## config.mk

```make
export PLATFORM = sky130hd
export DESIGN_NAME = mem_interconnect
export DESIGN_NICKNAME = d
export VERILOG_FILES = /design/src/rtl/mem_interconnect_pkg.sv /design/src/rtl/mem_addr_decode.sv /design/src/rtl/mem_interconnect.sv
export SDC_FILE = /design/constraint.sdc
export NUM_CORES = 1
export LEC_CHECK = 0
export BUFFER_PORTS_ARGS = -buffer_cell sky130_fd_sc_hd__buf_4
export CORE_AREA = 2 2 136 138
export DETAILED_ROUTE_END_ITERATION = 6
export DIE_AREA = 0 0 138 140
export PLACE_DENSITY = 0.64
export SYNTH_ARGS = -nofsm -noshare
export SYNTH_HDL_FRONTEND = slang
export SYNTH_HIERARCHICAL = 1
export SYNTH_SLANG_ARGS = --single-unit
```

## constraint.sdc

```tcl
create_clock -name clk -period 3.28 [get_ports clk]
set_input_delay 0.328 -clock clk [delete_from_list [all_inputs] [get_ports clk]]
set_output_delay 0.328 -clock clk [all_outputs]
set_load 0.005 [all_outputs]
```

## src/rtl/mem_interconnect_pkg.sv

```systemverilog
// Shared types and constants for the memory interconnect.
package mem_interconnect_pkg;
  typedef enum logic [1:0] {IDLE, ACCESS, DONE} state_e;
  localparam logic [31:0] ERR_DATA_DEF = 32'hDEAD_BEEF;
endpackage

```

## src/rtl/mem_addr_decode.sv

```systemverilog
// Combinational slave decode: one-hot select/strobe, per-slave write gating
// and the read-data/ready/sync mux for the latched select.
module mem_addr_decode import mem_interconnect_pkg::*; #(
  parameter int                    NUM_SLAVES = 6,
  parameter int                    SEL_W      = 4,
  parameter logic [NUM_SLAVES-1:0] SYNC_MASK  = 6'b100111
) (
  input  logic [SEL_W-1:0]         sel,
  input  logic                     active,
  input  logic                     first,
  input  logic [3:0]               wstrb,
  input  logic [NUM_SLAVES-1:0]    s_ready,
  input  logic [32*NUM_SLAVES-1:0] s_rdata,
  output logic [NUM_SLAVES-1:0]    s_cs,
  output logic [NUM_SLAVES-1:0]    s_stb,
  output logic [4*NUM_SLAVES-1:0]  s_wstrb,
  output logic                     hit,
  output logic                     sync,
  output logic                     rdy,
  output logic [31:0]              rdata
);
  for (genvar i = 0; i < NUM_SLAVES; i++) begin : g_slv
    localparam logic [SEL_W-1:0] IDX = SEL_W'(i);
    assign s_cs[i]          = active && (sel == IDX);
    assign s_stb[i]         = s_cs[i] && first;
    assign s_wstrb[4*i +: 4] = s_cs[i] ? wstrb : 4'b0000;
  end

  always_comb begin
    hit   = 1'b0;
    sync  = 1'b0;
    rdy   = 1'b0;
    rdata = '0;
    for (int i = 0; i < NUM_SLAVES; i++) begin
      if (sel == SEL_W'(i)) begin
        hit   = 1'b1;
        sync  = SYNC_MASK[i];
        rdy   = s_ready[i];
        rdata = s_rdata[32*i +: 32];
      end
    end
  end
endmodule

```

## src/rtl/mem_interconnect.sv

```systemverilog
// Single-master to NUM_SLAVES interconnect: IDLE/ACCESS/DONE FSM with wait
// timeout, unmapped-address errors and a small error log.
module mem_interconnect import mem_interconnect_pkg::*; #(
  parameter int                    NUM_SLAVES = 6,
  parameter int                    SEL_HI     = 15,
  parameter int                    SEL_LO     = 12,
  parameter logic [NUM_SLAVES-1:0] SYNC_MASK  = 6'b100111,
  parameter int                    TIMEOUT    = 255,
  parameter logic [31:0]           ERR_DATA   = ERR_DATA_DEF
) (
  input  logic                     clk,
  input  logic                     rst_n,
  input  logic                     m_valid,
  input  logic [31:0]              m_addr,
  input  logic [3:0]               m_wstrb,
  output logic                     m_ready,
  output logic [31:0]              m_rdata,
  output logic [NUM_SLAVES-1:0]    s_cs,
  output logic [NUM_SLAVES-1:0]    s_stb,
  output logic [4*NUM_SLAVES-1:0]  s_wstrb,
  input  logic [NUM_SLAVES-1:0]    s_ready,
  input  logic [32*NUM_SLAVES-1:0] s_rdata,
  output logic                     bus_err,
  output logic [31:0]              err_addr,
  output logic [7:0]               err_count
);
  localparam int SEL_W = SEL_HI - SEL_LO + 1;
  localparam int CNT_W = $clog2(TIMEOUT + 1);

  state_e             state_q, state_d;
  logic [SEL_W-1:0]   sel_q, sel_d;
  logic [CNT_W-1:0]   cnt_q, cnt_d;
  logic               m_ready_q, m_ready_d;
  logic               bus_err_q, bus_err_d;
  logic [31:0]        rdata_q, rdata_d;
  logic [31:0]        err_addr_q, err_addr_d;
  logic [7:0]         err_count_q, err_count_d;

  logic        dec_hit, dec_sync, dec_rdy;
  logic [31:0] dec_rdata;
  logic        in_access, first;

  assign in_access = (state_q == ACCESS);
  // Counter is cleared on entry, so zero marks the first ACCESS cycle.
  assign first     = in_access && (cnt_q == '0);

  mem_addr_decode #(
    .NUM_SLAVES (NUM_SLAVES),
    .SEL_W      (SEL_W),
    .SYNC_MASK  (SYNC_MASK)
  ) u_dec (
    .sel     (sel_q),
    .active  (in_access),
    .first   (first),
    .wstrb   (m_wstrb),
    .s_ready (s_ready),
    .s_rdata (s_rdata),
    .s_cs    (s_cs),
    .s_stb   (s_stb),
    .s_wstrb (s_wstrb),
    .hit     (dec_hit),
    .sync    (dec_sync),
    .rdy     (dec_rdy),
    .rdata   (dec_rdata)
  );

  always_comb begin
    state_d     = state_q;
    sel_d       = sel_q;
    cnt_d       = cnt_q;
    rdata_d     = rdata_q;
    err_addr_d  = err_addr_q;
    err_count_d = err_count_q;
    m_ready_d   = 1'b0;
    bus_err_d   = 1'b0;
    case (state_q)
      IDLE: if (m_valid) begin
        sel_d   = m_addr[SEL_HI:SEL_LO];
        cnt_d   = '0;
        state_d = ACCESS;
      end
      ACCESS: begin
        if (!m_valid) begin
          state_d = IDLE;
        end else if (dec_hit && (dec_sync ? (cnt_q == CNT_W'(1)) : dec_rdy)) begin
          // Checked before the timeout so a same-cycle completion wins.
          rdata_d   = dec_rdata;
          m_ready_d = 1'b1;
          state_d   = DONE;
        end else if (!dec_hit || (cnt_q == CNT_W'(TIMEOUT))) begin
          rdata_d     = ERR_DATA;
          m_ready_d   = 1'b1;
          bus_err_d   = 1'b1;
          err_addr_d  = m_addr;
          err_count_d = (err_count_q == 8'hFF) ? 8'hFF : err_count_q + 8'd1;
          state_d     = DONE;
        end else begin
          cnt_d = cnt_q + CNT_W'(1);
        end
      end
      DONE:    state_d = IDLE;
      default: state_d = IDLE;
    endcase
  end

  always_ff @(posedge clk or negedge rst_n) begin
    if (!rst_n) begin
      state_q     <= IDLE;
      sel_q       <= '0;
      cnt_q       <= '0;
      m_ready_q   <= 1'b0;
      bus_err_q   <= 1'b0;
      rdata_q     <= '0;
      err_addr_q  <= '0;
      err_count_q <= '0;
    end else begin
      state_q     <= state_d;
      sel_q       <= sel_d;
      cnt_q       <= cnt_d;
      m_ready_q   <= m_ready_d;
      bus_err_q   <= bus_err_d;
      rdata_q     <= rdata_d;
      err_addr_q  <= err_addr_d;
      err_count_q <= err_count_d;
    end
  end

  assign m_ready   = m_ready_q;
  assign bus_err   = bus_err_q;
  assign m_rdata   = rdata_q;
  assign err_addr  = err_addr_q;
  assign err_count = err_count_q;
endmodule
```

* After elaboration in Yosys (flattened, before gate mapping) *
Index checks and enable logic that the tools add are counted.

operators by class
  muxes and demuxes = 48
  equality and inequality tests = 14
  bitwise operators = 1
  reduce and logical (&&, ||, !) cells = 26
  add/subtract/negate cells = 2

operators by type and width
  operator             count
  $mux 32              8
  $mux 8               5
  $mux 4               6
  $mux 1               23
  $add 8x1->8 const B  2
  $eq 8x8->1 const B   2
  $pmux 8 s2           1
  $logic_and 1x1->1    14
  $eq 4x2->1 const B   2
  $eq 4x3->1 const B   2
  $eq 8x1->1 const B   1
  $logic_not 8->1      1
  $mux 2               4
  $ne 2x2->1 const B   4
  $reduce_and 5->1     1
  $eq 4x1->1 const B   1
  $logic_not 4->1      1
  $ne 4x2->1 const B   1
  $pmux 2 s2           1
  $reduce_and 2->1     2
  $reduce_and 4->1     1
  $reduce_bool 2->1    2
  $reduce_and 3->1     1
  $eq 2x1->1 const B   1
  other kinds (4)      4

storage, ports and cells
  bits in registers = 88
  word-level logic and storage cells = 99

* Logic depth before layout (Yosys ltp) *
Gate-level depths: netlist (run 1).

  depth in word-level cells = 13
  gate-level depth with buffers = 12

* By module *
The synthesis (run 1) kept the hierarchy.

modules (own cells, without submodules)
  module            cells each  times used  area an instance (um^2)
  mem_interconnect  325         1           4091.4
  mem_addr_decode   397         1           2154.6

* Least setup slack after synthesis (run 1) *
Ideal clock, no wire load.

  path kind = flip-flop to flip-flop
  start = register sel_q[0]
  end = register err_addr_q[0], in the netlist err_addr[0]
  path buffers = 3
  period minus slack after synthesis = 2.789 ns
  library setup time = 0.125 ns
  data arrival time = 2.664 ns
  path slack = 0.491 ns
  cell stages (with the launch flop) = 12
  cells stage by stage = dfrtp_1 -> buf_6 -> buf_2 -> nor2b_1 -> a21o_1 -> a222oi_1 -> o21ai_0 -> nor2b_1 -> a41o_4 -> a211oi_4 -> buf_6 -> mux2_4

between the ends
  longest elaborated chain between the ends = 11
  elaborated cells between the ends (all ways) = 27
  those cells by class = eq/ne (5); mux (16); bitwise (1); reduce/logical (5)

ends and longest elaborated chain
  what                            RTL line                 source
  start, declared                 mem_interconnect.sv:31   logic [SEL_W-1:0] sel_q, sel_d;
  start signal, assigned          mem_interconnect.sv:118  sel_q <= sel_d;
  $logic_not 4->1                 mem_addr_decode.sv:35    if (sel == SEL_W'(i)) begin
  $mux 1 (5 in a row)             mem_addr_decode.sv:35
  $mux 1 (*)                      mem_addr_decode.sv:35
  via dec_rdy                     mem_interconnect.sv:39   logic dec_hit, dec_sync, dec_rdy;
  $mux 1 (*)                      mem_interconnect.sv:85   end else if (dec_hit && (dec_sync ? (cnt_q == CNT_W'(1)) : dec_rdy)) begin
  $logic_and 1x1->1 (*)           mem_interconnect.sv:85
  $not 1->1 (no line) (*)         --
  $reduce_and 4->1 (no line) (*)  --
  end signal, assigned            mem_interconnect.sv:123  err_addr_q <= err_addr_d;
  end, declared                   mem_interconnect.sv:36   logic [31:0] err_addr_q, err_addr_d;

The timed path passes the listed nets; every way through them passes the cells marked *.
A chain may end at the register's enable or synchronous reset.

* Final worst setup path (run 1) *
  start = register sel_q[1]
  end = register err_addr_q[24], in the netlist err_addr[24]

The elaborated chain is that of the path after synthesis.

==> results of run 1 <==
## routing by layer
layer	track usage [%]	share of wire, %	vias to the layer above	wire [um]
li1	-	-	3245	-
met4	9.45	2.9	4	718
met3	5.78	6.9	43	1700
met5	0	0.089	-	22
met1	31.2	41	3203	10200
met2	40.9	49	261	12100
## through the flow
stage | hold slack, ns | worst slack (ns) | cell area, um^2 | utilization, %
2_1_floorplan | 0.0324 | 0.491 | 6250 | -
3_3_place_gp | 0.475 | 0.488 | 9030 | 50.8
3_5_place_dp | 0.482 | 0.423 | 9030 | 50.8
4_1_cts | 0.153 | 0.416 | 9330 | 52.5
5_1_grt | 0.186 | 0.147 | 9330 | 52.5
6_report | 0.111 | 0.434 | 9330 | 52.5
## kinds of logic (layout without fill, tap and decap cells)
| group | Yosys count | in the layout | share of synthesized area [%] |
|---|---|---|---|
| and+or+nand+nor | 243 | 243 | 21.5 |
| DFF | 88 | 88 | 35.3 |
| other | 0 | 1 | 0 |
| adders and majority gates | 4 | 4 | 0.801 |
| buffers and inverters | 98 | 419 | 7.17 |
| AOI/OAI and AO/OA | 233 | 233 | 23.5 |
| muxes | 56 | 56 | 11.8 |
## worst min-delay path by stage
stage	from	end	slack, ns	cells after the start
after floorplan	rst_n	bus_err	0.03	0
after global placement	m_rdata[31]	m_rdata[31]	0.47	1
after detailed placement	m_rdata[25]	m_rdata[25]	0.48	1
after CTS	rst_n	err_addr[19]	0.15	1
after global routing	m_addr[28]	err_addr[28]	0.19	2
final	rst_n	err_addr[24]	0.11	1
## flip-flops by register name (all words and copies together), names as in the netlist
register	cells
sel_q	4
bus_err	1
m_rdata	32
cnt_q	8
m_ready	1
err_count	8
err_addr	32
state_q	2
## cell type report
cell class	instances	area, um^2
Antenna cell	1	2.50
Clock buffer	9	225
Clock inverter	7	73.8
Fill cell	1740	8450
Inverter	33	124
Multi-Input combinational cell	536	3620
Sequential cell	88	2200
Tap cell	229	287
Timing Repair Buffer	370	2790
## synthesized netlist by cell type (2+ instances only)
cell type / number / area [um^2]
sky130_fd_sc_hd__dfrtp_1: 88 / 2200
sky130_fd_sc_hd__o21ai_0: 75 / 375
sky130_fd_sc_hd__nand2_1: 72 / 270
sky130_fd_sc_hd__a21oi_1: 36 / 180
sky130_fd_sc_hd__clkbuf_1: 36 / 135
sky130_fd_sc_hd__inv_1: 32 / 120
sky130_fd_sc_hd__o21ai_1: 31 / 155
sky130_fd_sc_hd__mux2_4: 29 / 435
sky130_fd_sc_hd__nor2_1: 28 / 105
sky130_fd_sc_hd__mux2_2: 27 / 304
sky130_fd_sc_hd__nand2b_1: 26 / 163
sky130_fd_sc_hd__or4_1: 26 / 195
sky130_fd_sc_hd__o21a_1: 24 / 180
sky130_fd_sc_hd__and2_1: 23 / 144
sky130_fd_sc_hd__buf_2: 22 / 110
sky130_fd_sc_hd__a31oi_1: 21 / 131
sky130_fd_sc_hd__and3_1: 13 / 81.3
sky130_fd_sc_hd__nand4_1: 13 / 81.3
sky130_fd_sc_hd__a21o_1: 12 / 90.1
sky130_fd_sc_hd__a222oi_1: 12 / 120
sky130_fd_sc_hd__nand3_1: 12 / 60.1
sky130_fd_sc_hd__buf_6: 7 / 78.8
sky130_fd_sc_hd__nor2b_1: 5 / 31.3
sky130_fd_sc_hd__nor3_1: 5 / 25.0
sky130_fd_sc_hd__ha_1: 4 / 50.1
sky130_fd_sc_hd__nor3b_1: 4 / 30.0
sky130_fd_sc_hd__a2111oi_2: 3 / 45.0
sky130_fd_sc_hd__nand3b_1: 3 / 22.5
sky130_fd_sc_hd__o211ai_1: 3 / 22.5
sky130_fd_sc_hd__a211oi_1: 2 / 15.0
sky130_fd_sc_hd__and4_1: 2 / 17.5
sky130_fd_sc_hd__o311ai_0: 2 / 17.5
sky130_fd_sc_hd__or3_1: 2 / 12.5
## critical path, stage by stage, from the launching register on
cell,delay (ns)
sky130_fd_sc_hd__dfrtp_2,0.44
sky130_fd_sc_hd__mux2_2,0.35
sky130_fd_sc_hd__a222oi_1,0.29
sky130_fd_sc_hd__o21ai_0,0.14
sky130_fd_sc_hd__nor2b_1,0.17
sky130_fd_sc_hd__a41o_4,0.35
sky130_fd_sc_hd__a211oi_4,0.30
sky130_fd_sc_hd__buf_12,0.29
sky130_fd_sc_hd__mux2_2,0.37
## power breakdown
group	total [mW]	switching, mW	internal (mW)
clock	1.02	0.483	0.537
combinational	4.23	2.30	1.94
sequential	1.81	0.332	1.48
==> results.txt, run 1 <==
- After layout, the minimum clock period comes to between 2 and 3 ns.
- The final reports fail on design-rule violations.
- Core area: ~18000 um^2
* Worst reg2reg startpoint: sel_q[1]
- Critical path launch point: sel_q[1]
- Number of antenna violations at the first check in global routing: 3
- The worst register-to-register path ends at err_addr[24].
- Mean area per synthesized cell: a little under 9 um^2
- Iteration-0 DRC count of the detailed router: roughly 440
- Startpoint types: flop
* TritonCTS clock tree: done
- For this block, the routed nets add up to 24800 um of wire.
* Clock Root Buffer: sky130_fd_sc_hd__clkbuf_16
* Fmax: around 350 MHz
- Endpoint kind of the worst setup timing path: flop
* Worst slew margin relative to its limit: between 30% and 40%
- The number of pins exceeding their max-slew limit in the final report came to 0.
- The die is 140 um tall.
- Insertion delay to the later sink of the worst-skew pair: 0.35 ns
* Count of unresolved DRC violations after routing: 1
* Worst voltage drop across the vdd grid: 0.374 mV
- For this run, the detailed router's first-pass iteration total came to 7.
* Initial Util: a little over a third
- Entering global routing, the biggest net connects 74 pins.
- Post-CTS repair changed the size of 0 cells.
- At the end of the flow, the number of nets in the layout was ~1300.
- Overflow left after global routing: 0
* Area of the die: between 15000 and 20000 um^2
- The clock tree synthesis step divided the H-tree into 3 levels.
- Setup violations remaining at the end of the flow were counted as 0.
* Die X-Extent: 138 um
- Among all flip-flop cells after synthesis, the most frequent one is sky130_fd_sc_hd__dfrtp_1.
* Synth async-reset ratio: 100%
- Commonest non-fill, non-tap cells in the layout: sky130_fd_sc_hd__buf_4, sky130_fd_sc_hd__dfrtp_1, sky130_fd_sc_hd__o21ai_0, sky130_fd_sc_hd__nand2_1, sky130_fd_sc_hd__a21oi_1
- The post-route netlist has around 44% of its cells at a drive strength greater than 1.
- Synthesized flop and latch total: 88
* Worst Setup EP: err_addr[24]
* Clock-pin slew reported for the worst setup and hold paths after clock tree synthesis: approximately 0.08 ns
- CTS saw 88 sinks.
* Arrival time of data at the critical path endpoint: about 3 ns
- Synthesis produced a netlist with a net count of around 960.
- Port buffering added between 300 and 400 buffers.
* Total of warnings raised by yosys: 6
- Count of mapped cells out of synthesis: about 720
* GRT Total Usage: about a quarter
* Inserted Clock Buffers: 9
* Layout Cells excl Fill: 1273
* I/O Pins: 347
* Number of hold-slack violations in the final timing report: 0
* Proportion of synthesized chip area in sequential cells: 35.3%
- Overall power after layout: between 7 and 8 mW
- Length in cells of the worst reg-to-reg path: 8
- Hold-fix buffer count after cts: 0
- Per-cell via count in the routed design: approximately 5.3
* Worst clock skew: ~0.011 ns
* Period Utilization, post-route: 86.8%
- Classification of the worst setup path: reg2reg
- Number of rows in the core area: just under 50
- At the end of routability-driven placement, the weighted congestion stood at about 0.89.
* Setup tns final: 0 ns
- The first global-routing pass estimated 37600 um of wire.
* Count of antenna-violating nets left after detailed routing: 0
- Yosys mapped a number of flops with a built-in enable equal to 0.
- Number of max-cap violations: 0
* Count of cell types in the netlist: between 50 and 60
- The number of global-route vias before repair was roughly 6600.
- Drt wl/cell: 19.5 um
* Deepest clock path buffer count: 2
- Reg2reg setup slack: between 0.4 and 0.5 ns
- Setup repair after global routing left no endpoint under its margin.
- Hold/Removal Path Class: in2async
- For the pin with the worst max-slew slack, the measured transition is 0.920 ns.
* Leak Pwr: 4.39 nW
* Required time of the critical path: ~3.5 ns
- Outcome: finished, violations left
- After legalization and detailed placement, the total HPWL measured approximately 19000 um.
- Crit-path max FO: 35
* Post-synthesis to final-layout area growth: 49.4%
* Cell total after placement: between 1000 and 1500
- Post-synthesis cell area: 6250 um^2
- Most common library cell in the layout ignoring fill and taps: sky130_fd_sc_hd__buf_4
* Number of buffers inserted by post-CTS setup repair: 0
- Dividing total power by cell area gives a power density of between 700 and 800 nW/um^2.
- Routed via count: between 6000 and 7000
(Power assumes the default switching activity.)
==> run 2, diff against run 1 <==
--- a/config.mk
+++ b/config.mk
@@ -7,9 +7,10 @@
 export LEC_CHECK = 0
 export BUFFER_PORTS_ARGS = -buffer_cell sky130_fd_sc_hd__buf_4
 export CORE_AREA = 2 2 136 138
+export CTS_BUF_LIST = sky130_fd_sc_hd__clkbuf_4 sky130_fd_sc_hd__clkbuf_8 sky130_fd_sc_hd__clkbuf_16
 export DETAILED_ROUTE_END_ITERATION = 6
 export DIE_AREA = 0 0 138 140
-export PLACE_DENSITY = 0.64
+export PLACE_DENSITY = 0.77
 export SYNTH_ARGS = -nofsm -noshare
 export SYNTH_HDL_FRONTEND = slang
 export SYNTH_HIERARCHICAL = 1
==> run 2 against run 1 <==
Against the previous run:
- the flow finishes with violations (negative hold slack)
- die area unchanged
- fmax decreased by 5.1%
- critical path depth is 1 higher
- global-route usage grew 0.56 points
- sequential power barely moved
- flip-flop and latch count stayed put
- non-clock buffer count grew 1
- cell area is 0.28% higher
- wire length grew 2.3%
==> results.txt, run 2 (synthesis results as in run 1) <==
* Overflow left after global routing: 0 (unchanged)
- Number of buffers inserted by post-CTS setup repair: 0 (unchanged)
- Count of antenna-violating nets left after detailed routing: 0 (unchanged)
* Commonest non-fill, non-tap cells in the layout: sky130_fd_sc_hd__buf_4, sky130_fd_sc_hd__dfrtp_1, sky130_fd_sc_hd__o21ai_0, sky130_fd_sc_hd__nand2_1, sky130_fd_sc_hd__a21oi_1
* Buffer and inverter count on the worst path: 2 (+1)
- The clock input transition at the sequential cells of the worst setup and hold paths was 0.07 ns (about the same).
- Classification of the worst setup path: reg2reg
* Detailed-placement wirelength estimate: 19600 um (+3.0%)
- The worst hold-check slack came to -0.0142 ns (-0.125 ns).
* Startpoint types: flop
- P per Cell Area: 768 nW/um^2 (+1.4%)
* Drt wl/cell: 19.9 um (+2.1%)
* Number of fill cells: 1675 (-3.7%)
- The final design instance area without fill came to 9360 um^2 (+0.28%).
* Final setup violation count: 0 (unchanged)
* Pin count of the biggest net entering global routing: 70 (-5.4%)
* Routed via count: 6923 (+2.5%)
- Deepest clock path buffer count: 2 (unchanged)
- Initial Util: 35.1% (unchanged)
- The count of clock tree sinks came to 88 (unchanged).
* Cell chain of the critical path: buf_4 > or3b_1 > a21oi_1 > o21ai_0 > nor2b_1 > a41o_4 > a211oi_4 > buf_12 > mux2_2
* Area of the die: 19300 um^2 (unchanged)
* Longest individual stage delay on the worst path: 0.43 ns (about the same)
- Leak Pwr: 4.40 nW (+0.19%)
- The share of the cycle needed by the critical path after routing came to 91.5% (+4.7 points).
- Crit-path max FO: 35 (unchanged)
* Reg2reg setup slack: 0.28 ns (-0.15 ns)
- The placement-stage cell area came to 9040 um^2 (about the same).
- The final wirelength is 25300 um (+2.3%).
- Fmax: 333 MHz (-5.1%)
- Combined area of the multi-input logic cells: 3640 um^2 (+0.41%)
* Insertion delay to the later sink of the worst-skew pair: 0.35 ns (about the same)
- Largest delay share family, worst path: compound AO/OA/AOI/OAI gates
- Per-cell via count in the routed design: 5.43 (+2.3%)
- Level count of the clock H-tree: 3 (unchanged)
- Setup repair after global routing left no endpoint under its margin.
* TritonCTS clock tree: done
* First-pass GRT wire length: 38300 um (+1.7%)
* Setup tns final: 0 ns (unchanged)
- Inserted Clock Buffers: 9 (unchanged)
* Final number of max-transition violations: 0 (unchanged)
- The min-delay analysis places its worst path in the category in2async.
* Cell type of the slowest stage on the worst timing path: sky130_fd_sc_hd__dfrtp_2
- I/O Pins: 347 (unchanged)
* Hold-fix buffer count after cts: 0 (unchanged)
* Worst voltage drop across the vdd grid: 0.366 mV (-2.2%)
* Time the final worst path needs with I/O delays and setup: 3.00 ns (+0.154 ns)
- Final core utilization: 52.6% (+0.15 points)
* GRT Total Usage: 25.2% (+0.56 points)
- Iteration-0 DRC count of the detailed router: 693 (+57%)
- Required time of the critical path: 3.52 ns (about the same)
- The max-capacitance violation count was 0 (unchanged).
- Count of unresolved DRC violations after routing: 0 (-1)
- The tree is rooted in a sky130_fd_sc_hd__clkbuf_16.
- Post-synthesis to final-layout area growth: 49.8%
- Worst slew margin relative to its limit: 41.5% (+2.8 points)
- Die X-Extent: 138 um (unchanged)
- Via count of the first global-routing pass: 6594 (-0.71%)
* Number of rows in the core area: 49 (unchanged)
- Number of antenna violations at the first check in global routing: 0 (-3)
* Number of hold-slack violations in the final timing report: 12 (+12)
- The number of input and output port buffers inserted was 346 (unchanged).
- Outcome: finished, violations left
* Arrival time of data at the critical path endpoint: 3.24 ns (+0.15 ns)
- STA classifies the critical path endpoint as a flop.
- Sequential cell area in the final layout: 2200 um^2 (unchanged)
- Routability cong.: 0.906 (+1.7%)
* Die extent in y: 140 um (unchanged)
- Most common library cell in the layout ignoring fill and taps: sky130_fd_sc_hd__buf_4
- Tightest Pin Transition: 0.878 ns (-0.0419 ns)
- The first-pass detailed-route iteration total was 6 (-1).
* Core area: 17800 um^2 (unchanged)
- The final-stage net count was 1281 (+0.16%).
- Fraction of final layout cells sized beyond drive strength 1: 44.3% (+0.11 points)
- The final worst clock skew is 0.00782 ns (-0.00365 ns).
- The final reports fail on negative hold slack.
run 2: changes by cell type in the layout (fill, tap and decap cells not counted), sizes merged:
cell | previous run | this run
a21oi | 37 | 38
buf | 370 | 371
clkinv | 4 | 3
inv | 36 | 37
run 2: path summary, 6_finish.rpt:
kind,cells after the start,end,startpoint
min in group clk,2,err_addr[0],m_addr[0]
setup reg to reg,9,err_addr[27],sel_q[1]
hold / removal,1,err_addr[21],rst_n
hold reg to reg,1,m_rdata[11],m_rdata[11]
setup / recovery,9,err_addr[27],sel_q[1]
max in group asynchronous,2,sel_q[1],rst_n
run 2: worst register-to-register path, delay by kind of cell, from the launching register on:
kind | cells | cell delay (ns)
AND/OR/NAND/NOR | 2 | 0.62
AO/OA/AOI/OAI | 4 | 0.91
buffers and inverters | 2 | 0.55
flip-flops | 1 | 0.43
multiplexers | 1 | 0.39
run 2: cell type report:
type | count | share of cell area, %
multi-input cells | 537 | 38.9
repair buffers | 371 | 29.9
flip-flops and latches | 88 | 23.6
well taps | 229 | 3.06
clock buffers | 9 | 2.41
inverters | 33 | 1.32
clock inverters | 7 | 0.789
diodes | 1 | 0.0267
run 2: metal layers:
layer	vias up	share of wire [%]	global-route usage, %
met2	329	49	42.0
met1	3318	42	33.7
met4	0	2.2	7.36
li1	3239	-	-
met5	-	0	0
met3	37	6.6	4.34
run 2: per-stage QoR:
step | cells | setup WS (ns) | power (mW)
after floorplan | 722 | 0.491 | 4.32
after global placement | 1257 | 0.185 | 6.02
after detailed placement | 1257 | 0.147 | 6.09
after CTS | 1273 | 0.135 | 7.14
after global routing | 1274 | 0.0475 | 7.63
final | 1275 | 0.280 | 7.18
run 2: power by group:
part           switching [mW]  internal (mW)  leakage [nW]
Clock                   0.490          0.539         0.147
Combinational            2.41           1.95          3.23
Sequential              0.313           1.48          1.02
Total                    3.21           3.97          4.40
run 2: what timing repair did:
action,CTS,global route
endpoints found under the hold margin,0,0
resized for setup,0,2
endpoints found under the setup margin,0,39
